--- config.mk ---
export PLATFORM = sky130hd
export DESIGN_NAME = ps2_keyboard_rx
export DESIGN_NICKNAME = d
export VERILOG_FILES = /design/src/rtl/ps2_keyboard_rx.sv
export SDC_FILE = /design/constraint.sdc
export NUM_CORES = 1
export LEC_CHECK = 0
export CAP_MARGIN = 10
export CORE_MARGIN = 1
export CORE_UTILIZATION = 55
export CTS_CLUSTER_DIAMETER = 60
export CTS_CLUSTER_SIZE = 25
export DETAILED_ROUTE_END_ITERATION = 8
export PLACE_DENSITY_LB_ADDON = 0.2
export SYNTH_ARGS = -nofsm -noshare
export SYNTH_HDL_FRONTEND = slang
export SYNTH_SLANG_ARGS = --single-unit
--- constraint.sdc ---
create_clock -name clk -period 3.4 [get_ports clk]
set_input_delay 0.68 -clock clk [delete_from_list [all_inputs] [get_ports clk]]
set_output_delay 0.68 -clock clk [all_outputs]
set_load 0.01 [all_outputs]
--- src/rtl/ps2_keyboard_rx.sv ---
// PS/2 keyboard receiver. Filters the PS/2 clock and deframes 11-bit frames.
// E0/F0 prefixes are folded into a single key event, which is published as a
// polled status word carrying a running event count.
//
// state  | meaning
// -------+-----------------------------------------------
// IDLE   | waiting for a start bit (0) on a clock fall
// DATA   | shifting in 8 data bits, LSB first
// PARITY | capturing the odd-parity bit
// STOP   | checking the stop bit and parity, then publishing
module ps2_keyboard_rx #(
   parameter int bus        = 32,
   parameter int FILTER_LEN = 8,
   parameter int TIMEOUT    = 50000
) (
   input  logic           clk,
   input  logic           rst_n,
   input  logic           ps2_clk,
   input  logic           ps2_data,
   output logic [bus-1:0] keydata,
   output logic           key_valid,
   output logic           frame_err
);

   localparam int TW = $clog2(TIMEOUT + 1);
   localparam int CW = bus - 16;
   localparam logic [TW-1:0] TMO_MAX = TW'(TIMEOUT);

   typedef enum logic [1:0] {
      S_IDLE,
      S_DATA,
      S_PARITY,
      S_STOP
   } state_t;

   logic                  clk_s1_q, clk_s2_q;
   logic                  dat_s1_q, dat_s2_q;
   logic [FILTER_LEN-1:0] filt_sr_q;
   logic                  filt_clk_q;
   logic                  fall;

   state_t                state_q;
   logic [2:0]            bitcnt_q;
   logic [7:0]            data_q;
   logic                  par_q;
   logic                  ext_q, brk_q;
   logic [TW-1:0]         tmo_q;
   logic [bus-1:0]        keydata_q;
   logic                  key_valid_q, frame_err_q;

   // Two-flop synchronisers and the clock glitch filter with hysteresis.
   always_ff @(posedge clk or negedge rst_n) begin
      if (!rst_n) begin
         clk_s1_q   <= 1'b1;
         clk_s2_q   <= 1'b1;
         dat_s1_q   <= 1'b1;
         dat_s2_q   <= 1'b1;
         filt_sr_q  <= '1;
         filt_clk_q <= 1'b1;
      end else begin
         clk_s1_q  <= ps2_clk;
         clk_s2_q  <= clk_s1_q;
         dat_s1_q  <= ps2_data;
         dat_s2_q  <= dat_s1_q;
         filt_sr_q <= {filt_sr_q[FILTER_LEN-2:0], clk_s2_q};
         if (&filt_sr_q) begin
            filt_clk_q <= 1'b1;
         end else if (~|filt_sr_q) begin
            filt_clk_q <= 1'b0;
         end
      end
   end

   // Fall strobe is high in the single cycle where the filtered clock drops.
   always_comb begin
      fall = filt_clk_q & ~|filt_sr_q;
   end

   // Frame FSM, prefix folding, inter-bit timeout and registered outputs.
   always_ff @(posedge clk or negedge rst_n) begin
      if (!rst_n) begin
         state_q     <= S_IDLE;
         bitcnt_q    <= '0;
         data_q      <= '0;
         par_q       <= 1'b0;
         ext_q       <= 1'b0;
         brk_q       <= 1'b0;
         tmo_q       <= '0;
         keydata_q   <= '0;
         key_valid_q <= 1'b0;
         frame_err_q <= 1'b0;
      end else begin
         key_valid_q <= 1'b0;
         frame_err_q <= 1'b0;

         if (fall || state_q == S_IDLE) begin
            tmo_q <= '0;
         end else if (tmo_q != TMO_MAX) begin
            tmo_q <= tmo_q + TW'(1);
         end

         if (fall) begin
            case (state_q)
               S_IDLE: begin
                  if (!dat_s2_q) begin
                     state_q  <= S_DATA;
                     bitcnt_q <= '0;
                  end
               end
               S_DATA: begin
                  data_q <= {dat_s2_q, data_q[7:1]};
                  if (bitcnt_q == 3'd7) begin
                     state_q <= S_PARITY;
                  end else begin
                     bitcnt_q <= bitcnt_q + 3'd1;
                  end
               end
               S_PARITY: begin
                  par_q   <= dat_s2_q;
                  state_q <= S_STOP;
               end
               S_STOP: begin
                  state_q <= S_IDLE;
                  if (dat_s2_q && (^{data_q, par_q})) begin
                     if (data_q == 8'hE0) begin
                        ext_q <= 1'b1;
                     end else if (data_q == 8'hF0) begin
                        brk_q <= 1'b1;
                     end else begin
                        keydata_q   <= {keydata_q[bus-1:16] + CW'(1), 6'b0, brk_q, ext_q, data_q};
                        key_valid_q <= 1'b1;
                        ext_q       <= 1'b0;
                        brk_q       <= 1'b0;
                     end
                  end else begin
                     frame_err_q <= 1'b1;
                     ext_q       <= 1'b0;
                     brk_q       <= 1'b0;
                  end
               end
               default: state_q <= S_IDLE;
            endcase
         end else if (state_q != S_IDLE && tmo_q == TMO_MAX) begin
            // Stalled partial frame: drop it silently, keep any pending prefixes.
            state_q <= S_IDLE;
         end
      end
   end

   assign keydata   = keydata_q;
   assign key_valid = key_valid_q;
   assign frame_err = frame_err_q;

endmodule

==> results.sh <==
export IMPL_cts_tree="done"
export IMPL_cts_hold_buf=0
export IMPL_cts_root_buf="clkbuf_8"
export IMPL_die_x_um=81.5
export IMPL_post_synth_cell_area_avg_um2=11.8
export IMPL_async_reset_ff_frac=1.00
export IMPL_synth_edff_count=0
export IMPL_place_congestion=0.778
export IMPL_gr_total_overflow=0
export IMPL_final_cell_mix="60 x dfrtp_1, 30 x clkdlybuf4s50_1, 27 x nor2_1, 18 x nand2_1, 18 x xor2_1"
export IMPL_die_h_um=81.5
export IMPL_postCtsSetupRepairBufs=0
export IMPL_rows=28
export IMPL_numCtsBuffers=9
export IMPL_finalInstanceArea_um2=4020
export IMPL_core_region_area_um2=5990
export IMPL_route_detailed_wl_per_inst_um=14.3
export IMPL_die_area_um2=6640
export IMPL_syn_area_um2=3480
export IMPL_synthCells=294
export IMPL_layout_commonest_cell="dfrtp_1"
export IMPL_holdWs_ns=0.357
export IMPL_cp_arrival_ns=2.55
export IMPL_grt_use_total=0.207
export IMPL_slew_headroom=0.408
export IMPL_ys_seq_elements=73
export IMPL_crit_path_start_kind="flip-flop"
export IMPL_fin_crit_sh=0.673
export IMPL_seqPwrFrac=0.558
export IMPL_finalPower_mw=1.60
export IMPL_post_route_drc_count=0
export IMPL_tightest_slew_ns=0.888
export IMPL_powerDensity_nw_per_um2=398
export IMPL_status="finished, final reports clean"
export IMPL_fmaxAchievable_mhz=437
export IMPL_synth_cell_type_count=47
export IMPL_cts_buffer_depth=2
export IMPL_drv_slew=0
export IMPL_clk_latency_ns=0.34
export IMPL_finClkSkew_ns=0.00480
export IMPL_end_kind="flip-flop"
export IMPL_drt_initial_drc_count=85
export IMPL_final_antenna_net_count=0
export IMPL_numPortBuffers=31
export IMPL_critical_path_max_stage_delay_ns=0.54
export IMPL_final_nets=342
export IMPL_drt_pre_antenna_iters=4
export IMPL_final_core_util=0.672
export IMPL_seq_area_frac_synth=0.530
export IMPL_grt_max_degree=74
export IMPL_netlist_area_leader_share=0.432
export IMPL_crit_buf_inv=0
export IMPL_path_max_fanout=6
export IMPL_start_util=0.580
export IMPL_fin_crit_ns=2.29
export IMPL_switching_share=0.223
export IMPL_ioPinCount=38
export IMPL_cap_viol_max_count=0
export IMPL_via_count=2159
export IMPL_h_tree_depth=3
export IMPL_drt_total_wl_mm=5.84
export IMPL_ys_warn_count=0
export IMPL_clkPwrFrac=0.424
export IMPL_p_leak_nw=1.81
export IMPL_hp_class="flip-flop to flip-flop"
export IMPL_num_antenna_cells=0
export IMPL_clock_sinks=73
export IMPL_hold_violations=0
export IMPL_drive_gt1_frac=0.177
export IMPL_grt_pass1_vias=2180
export IMPL_path_cells="nor4_1 > and4_1 > nand2_1 > nor4b_1 > xor2_1"
export IMPL_fin_setup_tns_ns=0
export IMPL_placed_cell_area_um2=3820
export IMPL_p_int_mw=1.24
export IMPL_via_per_inst=5.29
export IMPL_synth_top_flop_cell="dfrtp_1"
export IMPL_dp_hpwl_mm=4.06
export IMPL_grt_setup_unrepaired="no"
export IMPL_critPathKind="flip-flop to flip-flop"
export IMPL_crit_family="simple AND/OR/NAND/NOR gates"
export IMPL_synth_largest_area_cell="dfrtp_1"
export IMPL_grt_pass1_wl_mm=10.2
export IMPL_power_switching_mw=0.357
export IMPL_ys_top_cells_by_area="dfrtp_1 43%, dfstp_2 9.8%, xor2_1 4.5%"
export IMPL_synthToLayoutAreaGrowth_pct=15.8
export IMPL_ir_drop_v=0.000259
export IMPL_critPathSlowestCell="nor4_1"
export IMPL_setup_violations=0
export IMPL_antenna_found_initial=0
export IMPL_path_clk_slew_ns=0.08
export IMPL_worstPathRequired_ns=3.66
export IMPL_p_comb_frac=0.018
export IMPL_postCtsResizedCells=0
power by group through the flow:
stage | Combinational [mW] | Sequential (mW) | Clock (mW)
after floorplan | 0.0193 | 0.903 | 0
after global placement | 0.0302 | 0.909 | 0
after detailed placement | 0.0308 | 0.910 | 0
after CTS | 0.0308 | 0.893 | 0.698
after global routing | 0.0354 | 0.895 | 0.729
final | 0.0294 | 0.893 | 0.679
through the flow:
step / setup slack, ns / instances
6_report: 1.11 / 408
3_5_place_dp: 1.14 / 392
3_3_place_gp: 1.21 / 392
5_1_grt: 0.873 / 408
4_1_cts: 1.10 / 408
2_1_floorplan: 1.33 / 299
area by class of cell:
cell class	count	area (um^2)
multi-input combinational	199	1520
clock buffer	11	174
clock inverter	5	32.5
timing repair buffer	32	313
tap	75	93.8
inverter	13	48.8
sequential	73	1840
fill	437	1970
worst paths after layout:
| kind | start | end | slack [ns] | cells past startpoint |
|---|---|---|---|---|
| worst max-delay path | filt_sr_q[5] | keydata[24] | 1.11 | 5 |
| worst min-delay path | dat_s1_q | dat_s2_q | 0.36 | 0 |
| worst max register to register | filt_sr_q[5] | keydata[24] | 1.11 | 5 |
| worst min register to register | dat_s1_q | dat_s2_q | 0.36 | 0 |
| max in group asynchronous | rst_n | tmo_q[5] | 2.29 | 2 |
| min in group asynchronous | rst_n | keydata[3] | 0.53 | 2 |
synthesized netlist by cell type, types with 2 or more instances:
library cell / instances
nand3_1: 13
inv_1: 13
nand4b_1: 2
dfstp_2: 13
nor4b_1: 6
and4_1: 2
nor4_1: 4
dfrtp_1: 60
nand2_1: 18
o21ai_0: 2
nor2_1: 27
buf_4: 6
xnor2_1: 14
nor3_1: 3
xor2_1: 18
ha_1: 10
mux2i_1: 5
and3_1: 6
and2_1: 3
mux2_4: 9
nand4_1: 13
or4_1: 2
clkbuf_1: 5
mux2_2: 12
a21oi_1: 6
layer usage:
layer  vias to the layer above  GRT usage  part of all wire
met5                         -          0                 0
met4                         0      0.100             0.017
met3                        10     0.0411             0.031
met2                        44      0.323              0.48
met1                      1029      0.278              0.48
li1                       1076          -                 -
state kept, by name, indices dropped and copies added, names as in the netlist:
register,cells
keydata,26
tmo_q,16
data_q,8
filt_sr_q,8
bitcnt_q,3
state_q,2
brk_q,1
clk_s1_q,1
clk_s2_q,1
dat_s1_q,1
dat_s2_q,1
ext_q,1
filt_clk_q,1
frame_err,1
key_valid,1
par_q,1
cell families (layout without fill, tap and decap cells):
kind of cell | Yosys count | count (layout) | synth area share
AND/OR/NAND/NOR | 108 | 108 | 0.171
flip-flops | 73 | 73 | 0.530
XOR/XNOR | 36 | 36 | 0.109
buffers and inverters | 27 | 61 | 0.0382
multiplexers | 26 | 26 | 0.0922
AO/OA/AOI/OAI | 13 | 13 | 0.0223
adder cells (fa/ha/maj) | 10 | 10 | 0.0360
other | 1 | 6 | 0.00108
No activity file was read; power rests on OpenSTA's default activity.
